$ cat src/rtl/sram_arbiter.sv
// Two-master arbiter/sequencer in front of a registered-ready byte-lane SRAM.
// Define SRAM_ARB_ROUND_ROBIN_EN for round-robin ties; default is fixed priority (master 0).
module sram_arbiter #(
   parameter int unsigned ADDR_W = 32
) (
   input  logic              clk_i,
   input  logic              rst_i,
   input  logic              m0_valid_i,
   output logic              m0_ready_o,
   input  logic [3:0]        m0_wstrb_i,
   input  logic [ADDR_W-1:0] m0_addr_i,
   input  logic [31:0]       m0_wdata_i,
   output logic [31:0]       m0_rdata_o,
   input  logic              m1_valid_i,
   output logic              m1_ready_o,
   input  logic [3:0]        m1_wstrb_i,
   input  logic [ADDR_W-1:0] m1_addr_i,
   input  logic [31:0]       m1_wdata_i,
   output logic [31:0]       m1_rdata_o,
   output logic              s_select_o,
   input  logic              s_ready_i,
   output logic [3:0]        s_wstrb_o,
   output logic [ADDR_W-1:0] s_addr_o,
   output logic [31:0]       s_wdata_o,
   input  logic [31:0]       s_rdata_i,
   output logic              grant_o
);

   typedef enum logic [1:0] {
      IDLE  = 2'd0,
      ISSUE = 2'd1,
      WAIT  = 2'd2
   } state_t;

   state_t state_q, state_d;
   logic   grant_q, grant_d;
   logic   winner;

`ifdef SRAM_ARB_ROUND_ROBIN_EN
   logic last_q;

   // The pointer only matters on a tie; a lone requester always wins.
   always_comb begin
      if (m0_valid_i && m1_valid_i) begin
         winner = ~last_q;
      end else begin
         winner = ~m0_valid_i;
      end
   end

   always_ff @(posedge clk_i or posedge rst_i) begin
      if (rst_i) begin
         last_q <= 1'b1;
      end else if (state_q == WAIT && s_ready_i) begin
         last_q <= grant_q;
      end
   end
`else
   always_comb begin
      winner = ~m0_valid_i;
   end
`endif

   always_ff @(posedge clk_i or posedge rst_i) begin
      if (rst_i) begin
         state_q <= IDLE;
         grant_q <= 1'b0;
      end else begin
         state_q <= state_d;
         grant_q <= grant_d;
      end
   end

   always_comb begin
      state_d    = state_q;
      grant_d    = grant_q;
      s_select_o = 1'b0;
      s_wstrb_o  = 4'b0000;
      m0_ready_o = 1'b0;
      m1_ready_o = 1'b0;
      case (state_q)
         IDLE: begin
            if (m0_valid_i || m1_valid_i) begin
               grant_d = winner;
               state_d = ISSUE;
            end
         end
         ISSUE: begin
            s_select_o = 1'b1;
            s_wstrb_o  = grant_q ? m1_wstrb_i : m0_wstrb_i;
            state_d    = WAIT;
         end
         WAIT: begin
            // Completion depends only on the SRAM and the registered grant,
            // never on the masters' valid inputs.
            if (s_ready_i) begin
               m0_ready_o = ~grant_q;
               m1_ready_o = grant_q;
               state_d    = IDLE;
            end
         end
         default: begin
            state_d = IDLE;
         end
      endcase
   end

   assign s_addr_o   = grant_q ? m1_addr_i  : m0_addr_i;
   assign s_wdata_o  = grant_q ? m1_wdata_i : m0_wdata_i;
   assign m0_rdata_o = s_rdata_i;
   assign m1_rdata_o = s_rdata_i;
   assign grant_o    = grant_q;

endmodule

$ cat config.mk
export PLATFORM = sky130hd
export DESIGN_NAME = sram_arbiter
export DESIGN_NICKNAME = d
export VERILOG_FILES = /design/src/rtl/sram_arbiter.sv
export SDC_FILE = /design/constraint.sdc
export NUM_CORES = 1
export LEC_CHECK = 0
export ABC_AREA = 1
export CAP_MARGIN = 20
export CELL_PAD_IN_SITES_DETAIL_PLACEMENT = 1
export CELL_PAD_IN_SITES_GLOBAL_PLACEMENT = 1
export CORE_ASPECT_RATIO = 0.6
export CORE_MARGIN = 2
export CORE_UTILIZATION = 10
export CTS_CLUSTER_SIZE = 30
export DETAILED_ROUTE_END_ITERATION = 16
export GPL_ROUTABILITY_DRIVEN = 0
export GPL_TIMING_DRIVEN = 0
export PLACE_DENSITY = 0.94
export SYNTH_ARGS = -nofsm -noshare
export SYNTH_HDL_FRONTEND = slang
export SYNTH_SLANG_ARGS = --single-unit
$ cat constraint.sdc
create_clock -name clk_i -period 0.96 [get_ports clk_i]
set_input_delay 0.192 -clock clk_i [delete_from_list [all_inputs] [get_ports clk_i]]
set_output_delay 0.192 -clock clk_i [all_outputs]
set_load 0.05 [all_outputs]
==> results.md <==
- The flow ran to the end, but the final reports show violations.
- The checks that failed: setup timing.
- The top cell family by delay on the critical path is buffers and inverters.
- The first global-routing pass estimated between 15,000 and 20,000 microns of wire.
- Across the run, the number of max-cap violations was 0.
- The minimum setup slack in the final design is -673 ps.
- The routed wire length is 12,000 microns.
- The signal on the critical path passes through buf_12 > inv_16 > buf_12 > nand2_1 > a21oi_4 > buf_8.
- The leakage component of the power is roughly 2.8 nW.
- Power spread over the standard cell area amounts to between 2000 and 3000 nW/um^2.
- The remaining design rule violation count is 0.
- The clock transition at the registers of the reported paths is 30 ps.
- The initial antenna violation count is 0.
- For the worst setup path, the data arrival time is 1440 ps.
- After synthesis the cells add up to between 1000 and 1500 sq um.
- The core region is between 10,000 and 15,000 sq um.
- Measured along the x axis, the die boundary spans approximately 160 microns.
- The later-pin clock latency in the skew report is 220 ps.
- The required time at the worst-slack endpoint is between 700 and 800 ps.
- The share of post-route cells with drive strength above 1 is between 50% and 60%.
- The sum of net half-perimeters after detailed placement is between 9000 and 10,000 microns.
- The number of buffers on the longest clock path is 2.
- In this run the vertical extent of the chip is between 90 and 100 microns.
- The number of synthesized register bits is 3.
- The startpoint identified for the worst register-to-register timing path is grant_o.
- The class of the tightest hold or removal check is input port to asynchronous set/reset pin.
- The initial utilization of the core area, before any placement, comes to 10.3%.
- The global-route usage over all layers is 13.7%.
- The final period utilization is 170%.
- Summing internal, switching and leakage power gives 17.1 mW.
- The number of buffers and inverters on the critical path is 4.
- The number of buffers inserted by hold repair at cts is 0.
- The I/O pin count is around 310.
- The maximum VDD drop is between 1.5 and 2 mV.
- Synthesis produced a netlist whose cell count is just over 300.
- The post-route setup TNS is -42,570 ps.
- The floorplan has 34 rows.
- CTS built an H-tree with a depth of 1.
- The number of nets in the synthesized netlist is about 480.
- In this run the tightest slew margin relative to its limit is 85.2%.
- The minimum clock period after layout is between 1500 and 2000 ps.
- For this run, the register share of the synthesized area comes to under 10%.
- Clock tree synthesis inserted a total of 3 buffers.
- The library cell used as clock root buffer is sky130_fd_sc_hd__clkbuf_16.
- Tracing the worst setup path back leads to its startpoint at grant_o.
- The endpoint identified for the worst register-to-register timing path is grant_o.
- The critical path crosses 6 cells after its start point.
- The synthesized area divided by synthesized cell count is roughly 4.9 sq um.
- The worst clock skew is between 0.5 and 0.6 ps.
- The cell repeated most along the worst path is sky130_fd_sc_hd__buf_12.
- Derived from the worst setup path, the maximum achievable clock frequency is roughly 610 MHz.
- The number of global-route vias before repair is roughly 3,200.
- The count of endpoints failing hold in the final timing report is 0.
- The die covers about 16,000 sq um.
- The largest net degree at the start of global routing is 11.
- The max-slew violation total from the final report is 0.
- The maximum fanout along the worst path is 8.
- In this run the worst setup path terminates at s_wstrb_o[3].
- From synthesis to final layout, the design area changed by 282%.
- After the last flow step, the layout net total stands at 770.
- The slowest stage of the critical path is the sky130_fd_sc_hd__dfrtp_2 cell.
- Before antenna repair, the detailed router went through 4 iterations.
- The count of routing violations after the opening detailed-route iteration is 40.
- The number of endpoints failing setup at the final stage is 73.
- The repair_antennas step left the layout with diodes totalling 0.
- The kind of end point of the critical path is an output pin.
- The detail-routed via count per cell is 3.70.
- The biggest cell delay along the critical path is 410 ps.
- The detail route stage leaves a number of antenna-violating nets equal to 0.
- Counting distinct cell types in the post-synthesis netlist gives 12.
- For the worst flop-to-flop path, the logic depth is 4.
- The CTS tree is yes.
- Counting every sink on the clock net gives 3.
- The synthesis warning total is 0.
- Setup repair after global routing could not meet its margin everywhere.
- For this block, the via count after detailed routing is approximately 2,900.
- The sum of overflow across all layers after global routing is 0.
- The transition at the pin with the smallest max-transition slack is ~220 ps.
- Buffers placed on the I/O ports in this run total about 280.
- The setup check on the worst reg-to-reg path leaves a slack of -30 ps.
- After detailed routing, the average wire length per cell comes to ~15 microns.
- The critical path startpoint category is a register.
- The critical path class is register to output pin.
==> placed cells by master (no fill, tap or decap), drive strengths merged <==
master         synthesis  layout
clkinvlp               0       1
a21oi                  4       4
clkdlybuf4s50          0     140
dfrtp                  3       3
buf                   79     221
o21ai                  1       1
nor3                   2       2
clkbuf                 0       8
nand2                206     206
nand3                  1       1
inv                    9       8
nor2                   1       1
==> per-layer routing <==
layer	routed length, microns	GRT usage (%)
met5	0	0
met4	51	1.29
met3	734	2.31
met2	6630	27.5
met1	4550	15.6
==> stage by stage <==
step / hold WS, ps / utilization (%) / setup slack, ps / instances / cell area [sq um]
2_1_floorplan: -54.4 / - / -522 / 306 / 2100
3_3_place_gp: 374 / 35.1 / -1220 / 780 / 5110
5_1_grt: 166 / 39.4 / -704 / 794 / 5730
4_1_cts: 176 / 38.0 / -696 / 790 / 5530
6_report: 154 / 39.4 / -673 / 794 / 5730
3_5_place_dp: 391 / 35.1 / -1230 / 780 / 5110
==> power by group <==
group	internal [mW]	leakage, nW	switching [mW]	total (mW)
clock	0.548	0.0382	0.118	0.666
sequential	0.198	0.0353	0.0881	0.286
combinational	6.39	2.69	9.80	16.2
==> cell usage after synthesis <==
cell type | instances | share of area [%]
sky130_fd_sc_hd__a21oi_1 | 4 | 1.3
sky130_fd_sc_hd__buf_2 | 12 | 4.0
sky130_fd_sc_hd__buf_4 | 65 | 33
sky130_fd_sc_hd__buf_6 | 2 | 1.5
sky130_fd_sc_hd__dfrtp_1 | 3 | 5.0
sky130_fd_sc_hd__inv_1 | 8 | 2.0
sky130_fd_sc_hd__inv_4 | 1 | 0.42
sky130_fd_sc_hd__nand2_1 | 206 | 52
sky130_fd_sc_hd__nand3_1 | 1 | 0.33
sky130_fd_sc_hd__nor2_1 | 1 | 0.25
sky130_fd_sc_hd__nor3_1 | 2 | 0.67
sky130_fd_sc_hd__o21ai_0 | 1 | 0.33
==> flip-flops by register name (all words and copies together) (netlist names) <==
signal   count
grant_o      1
state_q      2
==> worst min-delay path by stage <==
stage               cells past startpoint         end  startpoint  slack (ps)
global placement                        2  state_q[1]       rst_i         370
floorplan                               1  state_q[0]       rst_i         -50
global route                            2  state_q[1]       rst_i         170
detailed placement                      2  state_q[0]       rst_i         390
CTS                                     2  state_q[1]       rst_i         180
finish                                  2  state_q[1]       rst_i         150
==> cells by family after synthesis <==
family                 share of synthesized area, %
DFF                                            5.01
AOI/OAI and AO/OA                              1.67
buffers and inverters                          40.5
and+or+nand+nor                                52.8
==> cell type report <==
class,instances,area (sq um)
fillers,1689,8820
repair buffers,287,2980
multi-input cells,215,1640
plain buffers,78,649
well taps,198,248
clock buffers,4,78.8
flip-flops and latches,3,77.6
inverters,9,53.8
==> what timing repair did <==
action / in CTS / in global routing
setup endpoints to repair: 137 / 74
setup buffers: 4 / 3
pin swaps: 2 / 1
gates cloned: 2 / 2
gates resized for setup: 655 / 42
No activity file was read; power rests on OpenSTA's default activity.
